### src/rtl/prime_pkg.sv
// -----------------------------------------------------------------------------
// prime_pkg
// Shared definitions for the prime-unit arbiter:
//   state_t         four-state controller encoding (IDLE, ISSUE, WAIT, RESP)
//   NUM_REQ_DEF     default number of requesters
//   DATA_W_DEF      default operand width (matches the prime unit)
//   TIMEOUT_DEF     default watchdog limit in cycles (PRIME_ARB_TIMEOUT_EN builds)
// -----------------------------------------------------------------------------
package prime_pkg;

   typedef enum logic [1:0] {
      IDLE  = 2'd0,
      ISSUE = 2'd1,
      WAIT  = 2'd2,
      RESP  = 2'd3
   } state_t;

   localparam int NUM_REQ_DEF = 4;
   localparam int DATA_W_DEF  = 4;
   localparam int TIMEOUT_DEF = 64;

endpackage

### src/rtl/rr_arbiter.sv
// -----------------------------------------------------------------------------
// rr_arbiter
// Combinational round-robin picker. The search begins at requester 'ptr' and
// wraps modulo NUM_REQ; the first active request found wins.
//   req  in   NUM_REQ  request vector
//   ptr  in   PTR_W    index of the highest-priority requester (< NUM_REQ)
//   gnt  out  NUM_REQ  one-hot winner, zero when no request is active
// -----------------------------------------------------------------------------
module rr_arbiter #(
   parameter int NUM_REQ = 4,
   parameter int PTR_W   = 2
) (
   input  logic [NUM_REQ-1:0] req,
   input  logic [PTR_W-1:0]   ptr,
   output logic [NUM_REQ-1:0] gnt
);

   logic found;
   int   idx;

   // Outer loop walks priority offsets, inner loop keeps every bit select
   // constant so the picker unrolls into plain compare/mux logic.
   always_comb begin
      gnt   = '0;
      found = 1'b0;
      idx   = 0;
      for (int i = 0; i < NUM_REQ; i++) begin
         idx = int'(ptr) + i;
         if (idx >= NUM_REQ) idx = idx - NUM_REQ;
         for (int j = 0; j < NUM_REQ; j++) begin
            if (!found && req[j] && (j == idx)) begin
               gnt[j] = 1'b1;
               found  = 1'b1;
            end
         end
      end
   end

endmodule

### src/rtl/prime_arbiter.sv
// -----------------------------------------------------------------------------
// prime_arbiter
// Shares one prime unit among NUM_REQ requesters. A round-robin winner is
// chosen in IDLE, its operand latched, the unit started (ISSUE), its result
// awaited (WAIT) and returned with a one-cycle done pulse (RESP).
//
// Optional feature macro: PRIME_ARB_TIMEOUT_EN
//   defined   - watchdog counts ISSUE/WAIT cycles; at TIMEOUT the operation is
//               forced to RESP with res_prime_o=0 and error_o pulsing.
//   undefined - no watchdog, error_o tied low, ISSUE/WAIT wait indefinitely.
//
// Ports:
//   clk            in   1                 system clock, rising edge
//   rst_n          in   1                 asynchronous active-low reset
//   req_i          in   NUM_REQ           per-requester request level
//   data_i         in   NUM_REQ*DATA_W    operands, requester k at [k*DATA_W +: DATA_W]
//   gnt_o          out  NUM_REQ           one-hot grant, ISSUE through RESP
//   done_o         out  NUM_REQ           one-cycle completion pulse
//   res_prime_o    out  1                 result, valid with done_o
//   error_o        out  1                 timeout flag, pulses with done_o
//   busy_o         out  1                 controller not in IDLE
//   prime_en_o     out  1                 prime unit enable
//   prime_data_o   out  DATA_W            prime unit operand
//   prime_valid_i  in   1                 prime unit idle/done indication
//   prime_prime_i  in   1                 prime unit result
// -----------------------------------------------------------------------------
module prime_arbiter
   import prime_pkg::*;
#(
   parameter int NUM_REQ = NUM_REQ_DEF,
   parameter int DATA_W  = DATA_W_DEF,
   parameter int TIMEOUT = TIMEOUT_DEF
) (
   input  logic                      clk,
   input  logic                      rst_n,
   input  logic [NUM_REQ-1:0]        req_i,
   input  logic [NUM_REQ*DATA_W-1:0] data_i,
   output logic [NUM_REQ-1:0]        gnt_o,
   output logic [NUM_REQ-1:0]        done_o,
   output logic                      res_prime_o,
   output logic                      error_o,
   output logic                      busy_o,
   output logic                      prime_en_o,
   output logic [DATA_W-1:0]         prime_data_o,
   input  logic                      prime_valid_i,
   input  logic                      prime_prime_i
);

   localparam int PTR_W = (NUM_REQ > 1) ? $clog2(NUM_REQ) : 1;

   if (NUM_REQ < 2) begin : g_bad_num_req
      $error("prime_arbiter: NUM_REQ must be at least 2");
   end
   if (TIMEOUT < 1) begin : g_bad_timeout
      $error("prime_arbiter: TIMEOUT must be at least 1");
   end

   state_t              state;
   logic [NUM_REQ-1:0]  gnt;
   logic [NUM_REQ-1:0]  done;
   logic [NUM_REQ-1:0]  pick;
   logic [PTR_W-1:0]    ptr;
   logic [PTR_W-1:0]    widx;
   logic [PTR_W-1:0]    pick_idx;
   logic [DATA_W-1:0]   pick_data;
   logic [DATA_W-1:0]   pdata;
   logic                res;
   logic                en;
   logic                timeout;

   function automatic logic [PTR_W-1:0] next_ptr(input logic [PTR_W-1:0] p);
      return (p == PTR_W'(NUM_REQ - 1)) ? '0 : p + 1'b1;
   endfunction

   rr_arbiter #(
      .NUM_REQ (NUM_REQ),
      .PTR_W   (PTR_W)
   ) u_rr (
      .req (req_i),
      .ptr (ptr),
      .gnt (pick)
   );

   // Index and operand of the current winner.
   always_comb begin
      pick_idx  = '0;
      pick_data = '0;
      for (int j = 0; j < NUM_REQ; j++) begin
         if (pick[j]) begin
            pick_idx  = PTR_W'(j);
            pick_data = data_i[j*DATA_W +: DATA_W];
         end
      end
   end

`ifdef PRIME_ARB_TIMEOUT_EN
   localparam int CNT_W = $clog2(TIMEOUT + 1);

   logic [CNT_W-1:0] cnt;
   logic             err;

   // Counter is cleared in IDLE so it reads 0 on the first ISSUE cycle;
   // the expiry edge is therefore exactly TIMEOUT cycles after ISSUE entry.
   always_ff @(posedge clk or negedge rst_n) begin
      if (!rst_n) begin
         cnt <= '0;
         err <= 1'b0;
      end else begin
         if (state == IDLE)
            cnt <= '0;
         else if ((state == ISSUE) || (state == WAIT))
            cnt <= cnt + 1'b1;
         err <= ((state == ISSUE) || (state == WAIT)) && timeout;
      end
   end

   assign timeout = (cnt == CNT_W'(TIMEOUT - 1));
   assign error_o = err;
`else
   assign timeout = 1'b0;
   assign error_o = 1'b0;
`endif

   always_ff @(posedge clk or negedge rst_n) begin
      if (!rst_n) begin
         state <= IDLE;
         gnt   <= '0;
         done  <= '0;
         res   <= 1'b0;
         en    <= 1'b0;
         pdata <= '0;
         ptr   <= '0;
         widx  <= '0;
      end else begin
         case (state)
            IDLE: begin
               if ((|req_i) && prime_valid_i) begin
                  gnt   <= pick;
                  widx  <= pick_idx;
                  pdata <= pick_data;
                  en    <= 1'b1;
                  state <= ISSUE;
               end
            end
            ISSUE: begin
               if (timeout) begin
                  en    <= 1'b0;
                  res   <= 1'b0;
                  done  <= gnt;
                  state <= RESP;
               end else if (!prime_valid_i) begin
                  // Unit has accepted the operand and is computing.
                  en    <= 1'b0;
                  state <= WAIT;
               end
            end
            WAIT: begin
               if (timeout) begin
                  res   <= 1'b0;
                  done  <= gnt;
                  state <= RESP;
               end else if (prime_valid_i) begin
                  res   <= prime_prime_i;
                  done  <= gnt;
                  state <= RESP;
               end
            end
            RESP: begin
               // Served requester drops to lowest priority.
               done  <= '0;
               gnt   <= '0;
               ptr   <= next_ptr(widx);
               state <= IDLE;
            end
            default: begin
               state <= IDLE;
            end
         endcase
      end
   end

   assign gnt_o        = gnt;
   assign done_o       = done;
   assign res_prime_o  = res;
   assign busy_o       = (state != IDLE);
   assign prime_en_o   = en;
   assign prime_data_o = pdata;

endmodule

### config.mk
export PLATFORM = sky130hd
export DESIGN_NAME = prime_arbiter
export DESIGN_NICKNAME = d
export VERILOG_FILES = /design/src/rtl/prime_pkg.sv /design/src/rtl/rr_arbiter.sv /design/src/rtl/prime_arbiter.sv
export SDC_FILE = /design/constraint.sdc
export NUM_CORES = 1
export LEC_CHECK = 0
export ABC_AREA = 1
export BUFFER_PORTS_ARGS = -buffer_cell sky130_fd_sc_hd__buf_2
export CORE_MARGIN = 10
export CORE_UTILIZATION = 50
export CTS_CLUSTER_SIZE = 12
export DETAILED_ROUTE_END_ITERATION = 7
export GPL_TIMING_DRIVEN = 0
export PLACE_DENSITY = 0.89
export SLEW_MARGIN = 20
export SYNTH_ARGS = -nofsm -noshare
export SYNTH_HDL_FRONTEND = slang
export SYNTH_SLANG_ARGS = --single-unit
### constraint.sdc
create_clock -name clk -period 2.5 [get_ports clk]
set_input_delay 0.375 -clock clk [delete_from_list [all_inputs] [get_ports clk]]
set_output_delay 0.375 -clock clk [all_outputs]
set_load 0.05 [all_outputs]
# After elaboration in Yosys (flattened, before gate mapping)
# Index checks and enable logic that the tools add are counted.
# Widths: inputs -> output; s select.
[classes] mux=53 eq_ne=19 n_reduce_logical=63 n_bitwise=0 shift=0 div=0 mul=0 n_addsub=8 order_cmp=4
[op_table] operator="$eq 3x32->1 const A" count=8
[op_table] operator="$eq 2x32->1 const A" count=4
[op_table] operator="$logic_not 32->1" count=4
[op_table] operator="$mux 32" count=4
[op_table] operator="$ge 32x4->1 const B" count=3
[op_table] operator="$sub 32x4->32 const B" count=3
[op_table] operator="$mux 1" count=33
[op_table] operator="$logic_and 1x1->1" count=32
[op_table] operator="$mux 4" count=6
[op_table] operator="$pmux 4 s2" count=2
[op_table] operator="$logic_not 1->1" count=15
[op_table] operator="$mux 2" count=6
[op_table] operator="$pmux 2 s4" count=1
[op_table] operator="$reduce_and 2->1" count=4
[op_table] operator="$reduce_bool 2->1" count=4
[op_table] operator="$add 2x2->3 const B" count=2
[op_table] operator="$eq 2x2->1 const B" count=3
[op_table] operator="$ne 2x2->1 const B" count=3
[op_table] operator="$reduce_and 3->1" count=2
[op_table] operator="$reduce_or 4->1" count=1
[op_table] operator="$sub 2x3->4 const B" count=1
[op_table] operator="$add 2x1->3 const B" count=1
[op_table] operator="$ge 2x3->1 const B" count=1
[op_table] operator="$add 2x1->2 const B" count=1
[op_table] operator="3 further kinds" count=3
[word_totals] n_memories=0 output_inout_bits=16 input_bits=24 mem_bits_rw=0 elab_cells=155 ff_bits=20 romBits=0 latch_bits=0

# Depth between registers and ports, before layout
# Gate-level depths: netlist of run 1.
[logic_depth] depth_word=67 ltp_mapped=14 ltp_nobuf=14

# By module
# From an unflattened synthesis of run 1, not the netlist that was laid out.
[unflattened] cells_unflattened=200 area_unflattened_um2=1420.1
[by_module_without_submodules] module="prime_arbiter" cells_per_inst=149 area_each_um2=1126.1 instances=1 seq_area_each_um2=500.5
[by_module_without_submodules] module="rr_arbiter" cells_per_inst=51 area_each_um2=294.0 instances=1 seq_area_each_um2=0.0

# Worst setup path after synthesis of run 1
# OpenSTA, ideal clock, no wires.
[synth_timing] path_kind="input to register" start="in req_i[1]" end="reg pdata[0], in the netlist prime_data_o[0]" t_required_ns=2.423 path_buffers=1 arrival_ns=1.742 path_slack_ns=0.680 stages=12 setup_time_ns=0.077 path_cell_list="buf_4 > nand3_1 > nand3_2 > nor2_2 > nand4_2 > nor2_4 > nand4_2 > nor2_4 > nand4_2 > a21oi_1 > nor2_1 > a21oi_1"
[synth_via] elab_chain_cells=60 word_cells_on_any_way=80 classes_between="mux (33); reduce/logical (47)"
[synth_rtl] item="start: declaration" line_no="prime_arbiter.sv:36" rtl="input logic [NUM_REQ-1:0] req_i,"
[synth_rtl] item="$logic_and 1x1->1 (2 in series)" line_no="rr_arbiter.sv:31" rtl="if (!found && req[j] && (j == idx)) begin"
[synth_rtl] item="$mux 1" line_no="rr_arbiter.sv:31"
[synth_rtl] item="$logic_not 1->1" line_no="rr_arbiter.sv:31"
[synth_rtl] item="$logic_and 1x1->1 (2 in series)" line_no="rr_arbiter.sv:31"
[synth_rtl] item="$mux 1" line_no="rr_arbiter.sv:31"
[synth_rtl] item="$logic_not 1->1" line_no="rr_arbiter.sv:31"
[synth_rtl] item="$logic_and 1x1->1 (2 in series)" line_no="rr_arbiter.sv:31"
[synth_rtl] item="$mux 1" line_no="rr_arbiter.sv:31"
[synth_rtl] item="[... 39 more ...]"
[synth_rtl] item="$mux 1" line_no="rr_arbiter.sv:31"
[synth_rtl] item="$logic_not 1->1" line_no="rr_arbiter.sv:31"
[synth_rtl] item="$logic_and 1x1->1 (2 in series)" line_no="rr_arbiter.sv:31"
[synth_rtl] item="$mux 1" line_no="rr_arbiter.sv:31"
[synth_rtl] item="$logic_not 1->1" line_no="rr_arbiter.sv:31"
[synth_rtl] item="$logic_and 1x1->1 (2 in series)" line_no="rr_arbiter.sv:31"
[synth_rtl] item="$mux 1" line_no="rr_arbiter.sv:31"
[synth_rtl] item="$mux 4" line_no="prime_arbiter.sv:89" rtl="if (pick[j]) begin"
[synth_rtl] item="end signal: assignment" line_no="prime_arbiter.sv:140" rtl="pdata <= pick_data;"
[synth_rtl] item="end: declaration" line_no="prime_arbiter.sv:66" rtl="logic [DATA_W-1:0] pdata;"
# Several ways; a longest one is shown, not always the timed one.
# A chain may end at the register's enable or synchronous reset.

# Worst setup path after layout of run 1
[layout_timing] start="reg ptr[0]" end="reg pdata[2], in the netlist prime_data_o[2]"
[layout_via] elab_chain_cells=66 word_cells_on_any_way=111 classes_between="add/sub (7); order compare (4); eq/ne (12); mux (38); reduce/logical (50)"
[layout_rtl] item="start: declaration" line_no="prime_arbiter.sv:62" rtl="logic [PTR_W-1:0] ptr;"
[layout_rtl] item="start signal: assignment" line_no="prime_arbiter.sv:172" rtl="ptr <= next_ptr(widx);"
[layout_rtl] item="$sub 2x3->4 or $ge 2x3->1 (tied branches)" line_no="rr_arbiter.sv:29" rtl="if (idx >= NUM_REQ) idx = idx - NUM_REQ;"
[layout_rtl] item="$mux 32" line_no="rr_arbiter.sv:29"
[layout_rtl] item="$logic_not 32->1" line_no="rr_arbiter.sv:31"
[layout_rtl] item="$logic_and 1x1->1" line_no="rr_arbiter.sv:31"
[layout_rtl] item="$mux 1" line_no="rr_arbiter.sv:31"
[layout_rtl] item="$logic_not 1->1" line_no="rr_arbiter.sv:31"
[layout_rtl] item="$logic_and 1x1->1 (2 in series)" line_no="rr_arbiter.sv:31"
[layout_rtl] item="$mux 1" line_no="rr_arbiter.sv:31"
[layout_rtl] item="[... 47 more ...]"
[layout_rtl] item="$mux 1" line_no="rr_arbiter.sv:31"
[layout_rtl] item="$logic_not 1->1" line_no="rr_arbiter.sv:31"
[layout_rtl] item="$logic_and 1x1->1 (2 in series)" line_no="rr_arbiter.sv:31"
[layout_rtl] item="$mux 1" line_no="rr_arbiter.sv:31"
[layout_rtl] item="$logic_not 1->1" line_no="rr_arbiter.sv:31"
[layout_rtl] item="$logic_and 1x1->1 (2 in series)" line_no="rr_arbiter.sv:31"
[layout_rtl] item="$mux 1" line_no="rr_arbiter.sv:31"
[layout_rtl] item="$mux 4 *" line_no="prime_arbiter.sv:89"
# Every way passes the cells marked *; elsewhere a longest branch is shown, timed or not.

==> qor.yml, run 1 <==
fp.dieH_microns: 71.6
clockRootBuffer: "clkbuf_4"
hold_viol: 0
wl_microns: 3390
cp_slowest_cell: "dfrtp_1"
track_usage: 0.131
cts_buffer_depth: 2
ys.flop_type: "dfrtp_1"
cts_buffers: 3
min_period_ps: 2130
cts.sinks: 20
grt-busiest-layer: "met2"
num_antenna_cells: 0
rsz0062_at_grt: "false"
initial_core_util: 0.532
ios: 40
io_buffers: 37
clkLatencyLatePin_ps: 320
die_w_microns: 71.6
required_ps: 2750
final-setup-viol-count: 0
syn_area_sq_um: 1330
clk_pin_slew_ps: 120
tns_ps: 0
num_rows: 18
ys_async_sr_fraction: 1.00
grt_pass1_vias: 1316
p_total_mw: 2.20
via_per_inst: 5.06
routabilityCongestion: 0.797
clock_skew_ps: 10.4
num_vias: 1285
cts_tree: "yes"
use_met3: 0.0331
leakagePower_nw: 0.892
fillCellCount: 232
fmax_mhz: 468
layout-drive-gt1-share: 0.268
ir_drop_mv: 0.800
synth_area_per_cell_sq_um: 7.30
period_share: 0.854
crit_chain: "inv_2 > nand3_1 > nand3_2 > nor2_2 > nand4_2 > nor2_4 > nand4_2 > nor2_4 > nand3_2 > nand2_2 > nand2_1 > nand2_1 > nor2_1 > a21oi_1"
seq_area_frac_synth: 0.377
drc: 0
antenna_found_initial: 0
dpl.hpwl_microns: 2730
drt-initial-drc-count: 71
yosys_warnings: 0
synth_edf_count: 0
grt_pass1_wl_microns: 5610
areaGrowthSynthToFinish_pct: 21.5
ant_nets: 0
cts-htree-levels: 1
placeableCoreArea_sq_um: 2500
synth_nets: 212
worstPathArrival_ps: 2380
die_area_sq_um: 5120
cp-start-kind: "register"
grt_util_met1: 0.149
firstDrtPassIters: 4
synth_cell_type_count: 26
hp-class: "input port to register"
grt_start_max_net_pins: 21
end_kind: "register"
synthCells: 182
grt-ovfl-total: 0
crit_type: "register to register"
worstPathMaxFanout: 6
critPathMaxStageDelay_ps: 480
layout.nets: 255
cts_setup_buffers: 0
ys_ff_latch: 20
wl_per_cell_microns: 13.4
outcome: "completed"
slew_violations: 0
grt_util_met2: 0.231
power_density_nw_per_um2: 1370
maxCapViolations: 0
==> synth_stat cells, types with 2 or more instances <==
master   instances  area [sq um]
nand3_1          4          20.0
nand2_1         40           150
nand4_1          4          25.0
buf_4            2          15.0
nand4_2          3          37.5
a21oi_1         13          65.1
dfrtp_1         20           500
nor2_4           2          22.5
inv_1           36           135
nand2_2          3          18.8
nor2_2           2          12.5
or2_2            4          25.0
nand3_2          2          20.0
o21ai_0         13          65.1
nor2_1          14          52.6
ha_1             6          75.1
o22ai_1          5          31.3
==> sequential cells by signal, summed over array words and instances, names as in the netlist <==
name          flops
done_o            4
gnt_o             4
prime_data_o      4
prime_en_o        1
ptr               2
res_prime_o       1
state             2
widx              2
==> power breakdown <==
part	internal [mW]	leakage, nW	switching [mW]	total, mW
registers	0.466	0.252	0.0948	0.561
logic	0.387	0.611	0.987	1.37
clock network	0.162	0.0279	0.107	0.270
==> final cells by class <==
cell class,count,area (sq um),share of cell area
buffer,2,15.0,0.00930
clock buffer,3,22.5,0.0140
clock inverter,1,30.0,0.0186
inverter,37,139,0.0860
multi-input combinational,123,674,0.418
sequential,20,500,0.310
tap,30,37.5,0.0233
timing repair buffer,38,195,0.121
==> through the flow <==
| step | setup slack (ps) | cells | hold WS [ps] | cell area, sq um | utilization |
|---|---|---|---|---|---|
| after global routing | 81.2 | 254 | 289 | 1610 | 0.646 |
| after global placement | 477 | 249 | 337 | 1550 | 0.621 |
| after floorplan | 680 | 182 | 79.4 | 1330 | - |
| after detailed placement | 373 | 249 | 342 | 1550 | 0.621 |
| final | 365 | 254 | 259 | 1610 | 0.646 |
| after CTS | 343 | 254 | 262 | 1610 | 0.646 |
==> worst paths after layout <==
| kind | startpoint | to | slack (ps) | depth (start not counted) |
|---|---|---|---|---|
| hold / removal | prime_prime_i | res_prime_o$_DFFE_PN0P_ | 260 | 3 |
| min in group asynchronous | rst_n | done_o[1]$_DFFE_PN0P_ | 510 | 2 |
| max in group asynchronous | rst_n | ptr[1]$_DFFE_PN0P_ | 1670 | 2 |
| setup reg to reg | ptr[0]$_DFFE_PN0P_ | prime_data_o[2]$_DFFE_PN0P_ | 370 | 14 |
| hold reg to reg | res_prime_o$_DFFE_PN0P_ | res_prime_o$_DFFE_PN0P_ | 490 | 2 |
| setup / recovery | ptr[0]$_DFFE_PN0P_ | prime_data_o[2]$_DFFE_PN0P_ | 370 | 14 |
==> routing by layer <==
metal	vias to the layer above	wire (microns)
met5	-	0
met4	0	46
met3	5	199
met2	35	1620
met1	581	1520
li1	664	-
==> cell families (layout without fill, tap and decap cells) <==
kind of cell	Yosys count	count (layout)	share of synthesized area
AOI/OAI and AO/OA	37	37	0.155
adders and majority gates	6	6	0.0565
buffers and inverters	39	81	0.116
DFF	20	20	0.377
other	1	1	0.00282
and+or+nand+nor	79	79	0.293
==> worst max-delay path, delay by kind of cell (launching register included) <==
| family | cells | cell delay [ps] |
|---|---|---|
| compound gates | 1 | 160 |
| flops | 1 | 480 |
| buf+inv | 1 | 80 |
| simple gates | 12 | 1330 |
==> layout by cell type (no fill, tap or decap), types with 4 or more instances in the layout <==
master / netlist / final
nand2_1: 40 / 40
buf_2: 0 / 37
inv_1: 36 / 36
dfrtp_1: 20 / 20
nor2_1: 14 / 14
o21ai_0: 13 / 13
a21oi_1: 13 / 13
ha_1: 6 / 6
o22ai_1: 5 / 5
nand3_1: 4 / 4
nand4_1: 4 / 4
or2_2: 4 / 4
==> what timing repair did <==
| action | in CTS | in global routing |
|---|---|---|
| resized for setup | 0 | 0 |
| hold buffers | 1 | 0 |
| endpoints found under the hold margin | 20 | 0 |
| setup endpoints to repair | 0 | 0 |
(Power assumes the default switching activity.)
==> run 2: changes to the inputs <==
--- a/config.mk
+++ b/config.mk
@@ -6,13 +6,14 @@
 export NUM_CORES = 1
 export LEC_CHECK = 0
 export ABC_AREA = 1
-export BUFFER_PORTS_ARGS = -buffer_cell sky130_fd_sc_hd__buf_2
+export BUFFER_PORTS_ARGS = -buffer_cell sky130_fd_sc_hd__buf_4
 export CORE_MARGIN = 10
 export CORE_UTILIZATION = 50
 export CTS_CLUSTER_SIZE = 12
 export DETAILED_ROUTE_END_ITERATION = 7
 export GPL_TIMING_DRIVEN = 0
 export PLACE_DENSITY = 0.89
+export RECOVER_POWER = 50
 export SLEW_MARGIN = 20
 export SYNTH_ARGS = -nofsm -noshare
 export SYNTH_HDL_FRONTEND = slang
==> run 2 against run 1 <==
  * Total power rose by 2.7%
  * Routed wire length grew 2.9%
  * Sequential cell count unchanged
  * Highest routed layer unchanged
  * Hold slack improved by 10 ps
  * Critical path depth decreased by 2
  * Largest power group unchanged
  * Clock power about the same
  * First-iteration DRC count grew 30%
==> qor.yml, run 2 (synthesized netlist as in run 1, its figures left out) <==
outcome: "completed"
fmax_mhz: 461  # -1.6%
min_period_ps: 2170  # +34.0 ps
worstMarginPinSlew_ps: 1090
place_area_sq_um: 1640  # +6.0%
worstPathArrival_ps: 2410  # +30 ps
fillCellCount: 235  # +1.3%
cts_buffers: 3  # unchanged
p_sw_frac: 0.532  # -0.00711
drc: 0  # unchanged
power_density_nw_per_um2: 1340  # -1.8%
critPathBufInv: 1  # unchanged
slew_violations: 0  # unchanged
cts-htree-levels: 1  # unchanged
fp.dieH_microns: 71.6  # unchanged
hp-class: "input port to register"
end_kind: "register"
crit_family: "simple AND/OR/NAND/NOR gates"
layout_common_cells: "nand2_1 (40), inv_1 (36), buf_4 (34), dfrtp_1 (20), nor2_1 (14)"
antenna_found_initial: 0  # unchanged
grt_pass1_wl_microns: 5900  # +5.2%
ant_nets: 0  # unchanged
maxCapViolations: 0  # unchanged
track_usage: 0.136  # +0.00507
via_per_inst: 5.22  # +3.1%
p_switching_mw: 1.21  # +1.4%
die_w_microns: 71.6  # unchanged
ir_drop_mv: 1.01  # +27%
layout-drive-gt1-share: 0.246  # -0.0223
clockRootBuffer: "clkbuf_4"
power.internal_mw: 1.06  # +4.3%
clk_pin_slew_ps: 120  # about the same
clock_skew_ps: 4.88  # -5.48 ps
final_cell_area_sq_um: 1690  # +4.6%
num_antenna_cells: 0  # unchanged
crit_type: "register to register"
cp_common_cell: "nand4_2"
power_frac_seq: 0.249  # -0.006
hold_viol: 0  # unchanged
num_vias: 1325  # +3.1%
initial_core_util: 0.532  # unchanged
tns_ps: 0  # unchanged
cp-start-kind: "register"
die_area_sq_um: 5120  # unchanged
routabilityCongestion: 0.807  # +1.3%
grt-ovfl-total: 0  # unchanged
ios: 40  # unchanged
wl_per_cell_microns: 13.7  # +2.9%
period_share: 0.868  # +0.0136
relSlewSlack: 0.273
layout.nets: 255  # unchanged
grt_pass1_vias: 1365  # +3.7%
worstPathMaxFanout: 5  # -1
clkPwrFrac: 0.119  # -0.003
leakagePower_nw: 0.900  # +0.88%
crit_chain: "inv_1 > nand3_1 > nand3_2 > nor2_2 > nand4_2 > nor2_4 > nand4_2 > nor2_4 > nand4_2 > a21oi_1 > nor2_1 > a21oi_1"
num_rows: 18  # unchanged
rsz0062_at_grt: "false"
dpl.hpwl_microns: 2760  # +1.0%
cts_buffer_depth: 2  # unchanged
grt_start_max_net_pins: 21  # unchanged
placeableCoreArea_sq_um: 2500  # unchanged
critPathMaxStageDelay_ps: 430  # -50 ps
final_common_cell: "nand2_1"
areaGrowthSynthToFinish_pct: 27.0
comb_power_share: 0.632  # +0.009
clkLatencyLatePin_ps: 310  # about the same
cts.sinks: 20  # unchanged
final-setup-viol-count: 0  # unchanged
wl_microns: 3490  # +2.9%
io_buffers: 37  # unchanged
cts_tree: "yes"
firstDrtPassIters: 4  # unchanged
cp_slowest_cell: "dfrtp_1"
drt-initial-drc-count: 92  # +30%
required_ps: 2740  # about the same
==> run 2: power by group through the flow <==
stage	logic [mW]	registers, mW	clock network [mW]
6_report	1.43	0.564	0.269
5_1_grt	1.59	0.583	0.283
4_1_cts	1.46	0.566	0.272
3_5_place_dp	1.45	0.571	0
3_3_place_gp	1.41	0.565	0
2_1_floorplan	0.728	0.893	0
==> run 2: path summary, 6_finish.rpt <==
path,startpoint,endpoint,slack (ps),depth (start not counted)
setup / recovery,ptr[1]$_DFFE_PN0P_,prime_data_o[0]$_DFFE_PN0P_,330,12
hold / removal,prime_prime_i,res_prime_o$_DFFE_PN0P_,270,3
setup reg to reg,ptr[1]$_DFFE_PN0P_,prime_data_o[0]$_DFFE_PN0P_,330,12
hold reg to reg,res_prime_o$_DFFE_PN0P_,res_prime_o$_DFFE_PN0P_,520,2
max in group asynchronous,rst_n,prime_en_o$_DFFE_PN0P_,1080,2
min in group asynchronous,rst_n,done_o[1]$_DFFE_PN0P_,770,2
==> run 2: tightest hold or removal path: stages <==
cell and delay (ps):
buf_4 80, nand2_1 50, nand2_1 50
==> run 2: repair_timing <==
| action | in CTS | in global routing |
|---|---|---|
| buffers inserted | 0 | 0 |
| hold buffers | 1 | 0 |
| resized for setup | 0 | 0 |
| hold endpoints to repair | 20 | 0 |
==> run 2: layer usage <==
metal	vias up	wire, microns	GRT usage
li1	668	-	-
met1	606	1490	0.167
met2	47	1740	0.230
met3	4	225	0.0331
met4	0	30	0.0387
met5	-	0	0
==> run 2: area by class of cell <==
cell class	instances	area [sq um]	area share
inverter	37	139	0.0823
sequential	20	500	0.297
clock buffer	3	22.5	0.0133
buffer	2	15.0	0.00890
multi-input combinational	123	674	0.400
timing repair buffer	38	269	0.159
tap	30	37.5	0.0222
clock inverter	1	30.0	0.0178
==> run 2: per-stage QoR <==
step | power [mW] | hold slack, ps | cells | setup slack [ps] | util
after floorplan | 1.62 | 79.4 | 182 | 680 | -
after global placement | 1.98 | 264 | 249 | 457 | 0.658
after detailed placement | 2.02 | 266 | 249 | 353 | 0.658
after CTS | 2.30 | 277 | 254 | 335 | 0.683
after global routing | 2.45 | 295 | 254 | 100 | 0.675
final | 2.26 | 270 | 254 | 331 | 0.675
